File: config.mk
export PLATFORM = sky130hd
export DESIGN_NAME = vga_timing_gen
export DESIGN_NICKNAME = d
export VERILOG_FILES = /design/src/rtl/vga_pkg.sv /design/src/rtl/vga_delay_line.sv /design/src/rtl/vga_timing_gen.sv
export SDC_FILE = /design/constraint.sdc
export NUM_CORES = 1
export LEC_CHECK = 0
export CAP_MARGIN = 20
export CORE_MARGIN = 10
export CORE_UTILIZATION = 50
export DETAILED_ROUTE_END_ITERATION = 10
export PLACE_DENSITY_LB_ADDON = 0.3
export SETUP_SLACK_MARGIN = 0.2
export SLEW_MARGIN = 10
export SYNTH_ARGS = -nofsm -noshare
export SYNTH_HDL_FRONTEND = slang
export SYNTH_SLANG_ARGS = --single-unit
File: constraint.sdc
create_clock -name clk -period 3.15 [get_ports clk]
set_clock_uncertainty 0.1 [all_clocks]
set_input_delay 0.63 -clock clk [delete_from_list [all_inputs] [get_ports clk]]
set_output_delay 0.63 -clock clk [all_outputs]
set_load 0.005 [all_outputs]
File: src/rtl/vga_pkg.sv
// Shared timing defaults and coordinate type for the VGA timing generator.
package vga_pkg;

    localparam int COORD_W = 12;

    typedef logic [COORD_W-1:0] coord_t;

    // 640x480 @72 Hz on a 31.5 MHz pixel clock
    localparam int H_VISIBLE_DEF = 640;
    localparam int H_FP_DEF      = 24;
    localparam int H_SYNC_DEF    = 40;
    localparam int H_BP_DEF      = 128;
    localparam int H_TOTAL_DEF   = H_VISIBLE_DEF + H_FP_DEF + H_SYNC_DEF + H_BP_DEF;

    localparam int V_VISIBLE_DEF = 480;
    localparam int V_FP_DEF      = 9;
    localparam int V_SYNC_DEF    = 3;
    localparam int V_BP_DEF      = 28;
    localparam int V_TOTAL_DEF   = V_VISIBLE_DEF + V_FP_DEF + V_SYNC_DEF + V_BP_DEF;

    // Sync polarity: value driven while the pulse is active
    localparam bit SYNC_ACTIVE_LOW  = 1'b0;
    localparam bit SYNC_ACTIVE_HIGH = 1'b1;

endpackage

File: src/rtl/vga_delay_line.sv
// Resettable shift register used to delay sync/blanking to match pipelined colour logic.
module vga_delay_line #(
    parameter int                WIDTH   = 1,
    parameter int                DEPTH   = 2,
    parameter logic [WIDTH-1:0]  RST_VAL = '0
) (
    input  logic             i_clk,
    input  logic             i_rst_n,
    input  logic [WIDTH-1:0] i_d,
    output logic [WIDTH-1:0] o_q
);

    logic [DEPTH-1:0][WIDTH-1:0] r_pipe;

    // Shift the input one stage per clock; every stage resets to the inactive value
    always_ff @(posedge i_clk or negedge i_rst_n) begin
        if (!i_rst_n) begin
            r_pipe <= {DEPTH{RST_VAL}};
        end else begin
            r_pipe[0] <= i_d;
            for (int i = 1; i < DEPTH; i++) begin
                r_pipe[i] <= r_pipe[i-1];
            end
        end
    end

    assign o_q = r_pipe[DEPTH-1];

endmodule

File: src/rtl/vga_timing_gen.sv
// VGA display timing generator: pixel coordinates, hsync/vsync, video_on, frame_tick.
// Optional feature macro VGA_SYNC_DELAY_EN: delays hsync/vsync/video_on by SYNC_DELAY
// cycles (coordinates and frame_tick stay undelayed).
module vga_timing_gen
    import vga_pkg::*;
#(
    parameter int H_VISIBLE  = H_VISIBLE_DEF,
    parameter int H_FP       = H_FP_DEF,
    parameter int H_SYNC     = H_SYNC_DEF,
    parameter int H_BP       = H_BP_DEF,
    parameter int V_VISIBLE  = V_VISIBLE_DEF,
    parameter int V_FP       = V_FP_DEF,
    parameter int V_SYNC     = V_SYNC_DEF,
    parameter int V_BP       = V_BP_DEF,
    parameter bit H_SYNC_POL = SYNC_ACTIVE_LOW,
    parameter bit V_SYNC_POL = SYNC_ACTIVE_LOW,
    parameter int SYNC_DELAY = 2
) (
    input  logic               clk,
    input  logic               rst,
    output logic [COORD_W-1:0] pixel_row,
    output logic [COORD_W-1:0] pixel_column,
    output logic               video_on,
    output logic               hsync,
    output logic               vsync,
    output logic               frame_tick
);

    localparam int     H_TOTAL  = H_VISIBLE + H_FP + H_SYNC + H_BP;
    localparam int     V_TOTAL  = V_VISIBLE + V_FP + V_SYNC + V_BP;
    localparam coord_t H_LAST   = coord_t'(H_TOTAL - 1);
    localparam coord_t V_LAST   = coord_t'(V_TOTAL - 1);
    localparam coord_t H_VIS    = coord_t'(H_VISIBLE);
    localparam coord_t V_VIS    = coord_t'(V_VISIBLE);
    localparam coord_t HS_START = coord_t'(H_VISIBLE + H_FP);
    localparam coord_t HS_END   = coord_t'(H_VISIBLE + H_FP + H_SYNC - 1);
    localparam coord_t VS_START = coord_t'(V_VISIBLE + V_FP);
    localparam coord_t VS_END   = coord_t'(V_VISIBLE + V_FP + V_SYNC - 1);

    if (SYNC_DELAY < 1 || SYNC_DELAY > 8) begin : g_bad_delay
        $error("vga_timing_gen: SYNC_DELAY must be within 1..8");
    end

    coord_t r_h_cnt, r_v_cnt;
    coord_t w_h_nxt, w_v_nxt;
    logic   r_video_on, r_hsync, r_vsync, r_frame_tick;

    // Next-state counters; the flags below decode these so they line up with the coordinates
    always_comb begin
        w_h_nxt = r_h_cnt + coord_t'(1);
        w_v_nxt = r_v_cnt;
        if (r_h_cnt == H_LAST) begin
            w_h_nxt = '0;
            w_v_nxt = (r_v_cnt == V_LAST) ? '0 : r_v_cnt + coord_t'(1);
        end
    end

    // Counters and registered timing flags; reset parks at the last pixel so the first edge yields (0,0)
    always_ff @(posedge clk or negedge rst) begin
        if (!rst) begin
            r_h_cnt      <= H_LAST;
            r_v_cnt      <= V_LAST;
            r_video_on   <= 1'b0;
            r_hsync      <= ~H_SYNC_POL;
            r_vsync      <= ~V_SYNC_POL;
            r_frame_tick <= 1'b0;
        end else begin
            r_h_cnt      <= w_h_nxt;
            r_v_cnt      <= w_v_nxt;
            r_video_on   <= (w_h_nxt < H_VIS) && (w_v_nxt < V_VIS);
            r_hsync      <= ((w_h_nxt >= HS_START) && (w_h_nxt <= HS_END)) ? H_SYNC_POL : ~H_SYNC_POL;
            r_vsync      <= ((w_v_nxt >= VS_START) && (w_v_nxt <= VS_END)) ? V_SYNC_POL : ~V_SYNC_POL;
            r_frame_tick <= (w_h_nxt == '0) && (w_v_nxt == '0);
        end
    end

    assign pixel_column = r_h_cnt;
    assign pixel_row    = r_v_cnt;
    assign frame_tick   = r_frame_tick;

`ifdef VGA_SYNC_DELAY_EN
    logic [2:0] w_sync_dly;

    vga_delay_line #(
        .WIDTH   (3),
        .DEPTH   (SYNC_DELAY),
        .RST_VAL ({1'b0, ~H_SYNC_POL, ~V_SYNC_POL})
    ) u_sync_dly (
        .i_clk   (clk),
        .i_rst_n (rst),
        .i_d     ({r_video_on, r_hsync, r_vsync}),
        .o_q     (w_sync_dly)
    );

    assign {video_on, hsync, vsync} = w_sync_dly;
`else
    assign video_on = r_video_on;
    assign hsync    = r_hsync;
    assign vsync    = r_vsync;
`endif

endmodule
==> results.json <==
{
  "finalHoldViolCount": 0,
  "antenna_found_initial": 0,
  "ys_types": 46,
  "vias": 1419,
  "setup_viol": 0,
  "synth_compound_area_share_pct": 8.067,
  "syn_nets": 186,
  "crit_chain": "ha_4 -> and4_4 -> and4_4 -> nand4_2 -> xor2_1 -> or4_1 -> or4_1",
  "peakVddDrop_uv": 206.2,
  "yosys_warnings": 0,
  "rsz0062_at_grt": "no",
  "fin_area_um2": 2096,
  "p_per_area_nw_per_um2": 261.8,
  "cp_slowest_stage_delay_ns": 0.62,
  "numClockSinks": 28,
  "crit_path_start_kind": "flip-flop",
  "row_count": 21,
  "syn_area_per_cell_um2": 9.512,
  "maxSlewHeadroom_pct": 63.33,
  "synth_ff_type": "dfstp_2",
  "dp.cells": 249,
  "synthAdderAreaFrac_pct": 2.180,
  "hold_path.class": "flip-flop to flip-flop",
  "synth_top_family_by_area": "simple AND/OR/NAND/NOR gates",
  "track_usage_pct": 13.21,
  "gp_congestion": 0.9686,
  "grt_max_degree": 29,
  "fmax_mhz": 352.4,
  "routedWlPerCell_um": 15.64,
  "fin_crit_sh_pct": 90.08,
  "synth_xor_area_share_pct": 12.21,
  "dp_slack_ns": 0.2002,
  "synthCells": 181,
  "setup.worst_path.end_class": "flip-flop",
  "die_height_um": 78.68,
  "critPathKind": "flip-flop to flip-flop",
  "grt_pass1_wl_mm": 6.796,
  "drt_iter0_markers": 72,
  "drv_cap": 0,
  "port_buffers": 29,
  "postRouteAntennaNets": 0,
  "synthSimpleGateAreaFrac_pct": 28.20,
  "critPathArrivalTime_ns": 3.01,
  "yosysSeqAreaShare_pct": 41.72,
  "die_w_um": 78.68,
  "asyncSetResetFlopFracSynth_pct": 100.0,
  "setup_slack_ns": 0.3126,
  "pin_count": 30,
  "initial_utilization_pct": 51.59,
  "via_per_inst": 5.609,
  "wirelength_mm": 3.957,
  "cts_root_buffer": "clkbuf_4",
  "nets": 213,
  "synth_seq_cells": 28,
  "status": "complete, no violations",
  "fin_cells": 253,
  "grt-ovfl-total": 0,
  "slowest_stage": "dfstp_2",
  "post_cts_buffers": 0,
  "htreeDepth": 1,
  "cp_data_required_time_ns": 3.32,
  "cp_max_fo": 5,
  "drc": 0,
  "fin_crit_ns": 2.837,
  "dp_hpwl_mm": 2.999,
  "die-area_um2": 6191,
  "areaGrowthSynthToFinish_pct": 21.73,
  "clock_path_buffers": 2,
  "slew_viol_final": 0,
  "drt_first_pass_iters": 4,
  "leakage_nw": 0.9558,
  "clock_latency_ns": 0.33,
  "synth_area_um2": 1722,
  "diodes": 0,
  "grt_pass1_vias": 1339,
  "dpl_cell_area_um2": 2033,
  "synth_edf_count": 0,
  "crit_family": "simple AND/OR/NAND/NOR gates",
  "worst_slew_pin_slew_ns": 0.5458,
  "cts_buffers": 3,
  "critical_path_buf_inv_count": 0,
  "setup_tns_ns": 0,
  "cts_tree": "done",
  "clk_pin_slew_ns": 0.15,
  "coreArea_um2": 3337,
  "drive_gt1_share_pct": 16.91,
  "synth_mux_area_share_pct": 1.817
}
==> cell usage in the layout, fill, tap and decap left out, drive strengths merged, types with 3 or more instances in the layout <==
master	instances
clkdlybuf4s50	29
xor2	14
dfrtp	14
dfstp	14
nand2	13
nand3	12
nor2	12
xnor2	10
inv	9
and3	7
nor3	6
a31oi	5
and2	4
buf	4
nor4	4
clkbuf	4
and4	4
nand4	4
o21ai	3
or2	3
ha	3
==> registers in the layout, indices dropped and copies added (netlist names) <==
| name | count |
|---|---|
| frame_tick | 1 |
| pixel_column | 12 |
| vsync | 1 |
| pixel_row | 12 |
| hsync | 1 |
| video_on | 1 |
==> cell families (layout without fill, tap and decap cells) <==
logic type / after synthesis / count (layout)
and+or+nand+nor: 83 / 83
DFF: 28 / 28
xor gates and xnor gates: 24 / 24
AOI/OAI and AO/OA: 20 / 20
buffers and inverters: 20 / 46
adders and majority gates: 3 / 3
muxes: 3 / 3
==> routing by layer <==
metal	up-vias	wire length (µm)	global-route usage [%]
met5	-	0	0
met4	0	44	3.943
met3	5	281	4.100
met2	41	1823	19.98
met1	683	1808	17.57
li1	690	-	-
==> final timing paths <==
check | slack [ns] | startpoint | to | cells past startpoint
setup / recovery | 0.31 | pixel_column[0] | vsync | 7
hold / removal | 0.46 | pixel_row[11] | pixel_row[11] | 1
setup reg to reg | 0.31 | pixel_column[0] | vsync | 7
hold reg to reg | 0.46 | pixel_row[11] | pixel_row[11] | 1
max in group asynchronous | 2.10 | rst | pixel_row[2] | 2
min in group asynchronous | 0.55 | rst | pixel_column[11] | 2
==> power by group <==
part	switching (mW)	total [mW]	internal (mW)
sequential	0	0.361	0.361
combinational	0.00654	0.00844	0.00190
clock	0.109	0.180	0.0709
==> through the flow <==
step / power (mW) / hold slack (ns) / utilization (%)
6_report: 0.5486 / 0.4569 / 62.80
3_3_place_gp: 0.3755 / 0.4118 / 60.93
2_1_floorplan: 0.3665 / 0.2344 / -
3_5_place_dp: 0.3757 / 0.4335 / 60.93
5_1_grt: 0.5695 / 0.4899 / 62.80
4_1_cts: 0.5529 / 0.4549 / 62.13
==> synthesized netlist by cell type (all sizes together), types with 3 or more instances <==
| cell | n | share of area, % |
|---|---|---|
| nand2 | 13 | 2.8 |
| and2 | 4 | 1.5 |
| clkbuf | 5 | 1.1 |
| o21ai | 3 | 0.87 |
| dfrtp | 14 | 20 |
| dfstp | 14 | 21 |
| nor3 | 6 | 1.7 |
| nand3 | 12 | 3.5 |
| ha | 3 | 2.2 |
| nor4 | 4 | 1.5 |
| and4 | 4 | 2.0 |
| and3 | 7 | 2.5 |
| nor2 | 12 | 2.6 |
| xnor2 | 10 | 5.1 |
| or2 | 3 | 1.1 |
| buf | 6 | 2.8 |
| nand4 | 4 | 2.2 |
| a31oi | 5 | 1.8 |
| inv | 9 | 2.0 |
| xor2 | 14 | 7.1 |
==> timing repair <==
action | CTS | global route
setup endpoints to repair | 1 | 2
hold buffers | 0 | 0
pin swaps | 0 | 0
resized for setup | 2 | 5
==> layout make-up <==
| class | instances | area [µm²] |
|---|---|---|
| Multi-Input combinational cell | 133 | 929.6 |
| Inverter | 9 | 33.78 |
| Timing Repair Buffer | 33 | 320.3 |
| Clock buffer | 4 | 36.28 |
| Sequential cell | 28 | 718.2 |
| Fill cell | 299 | 1241 |
| Tap cell | 46 | 57.56 |
Note: power is estimated with default switching activity, not from simulation.
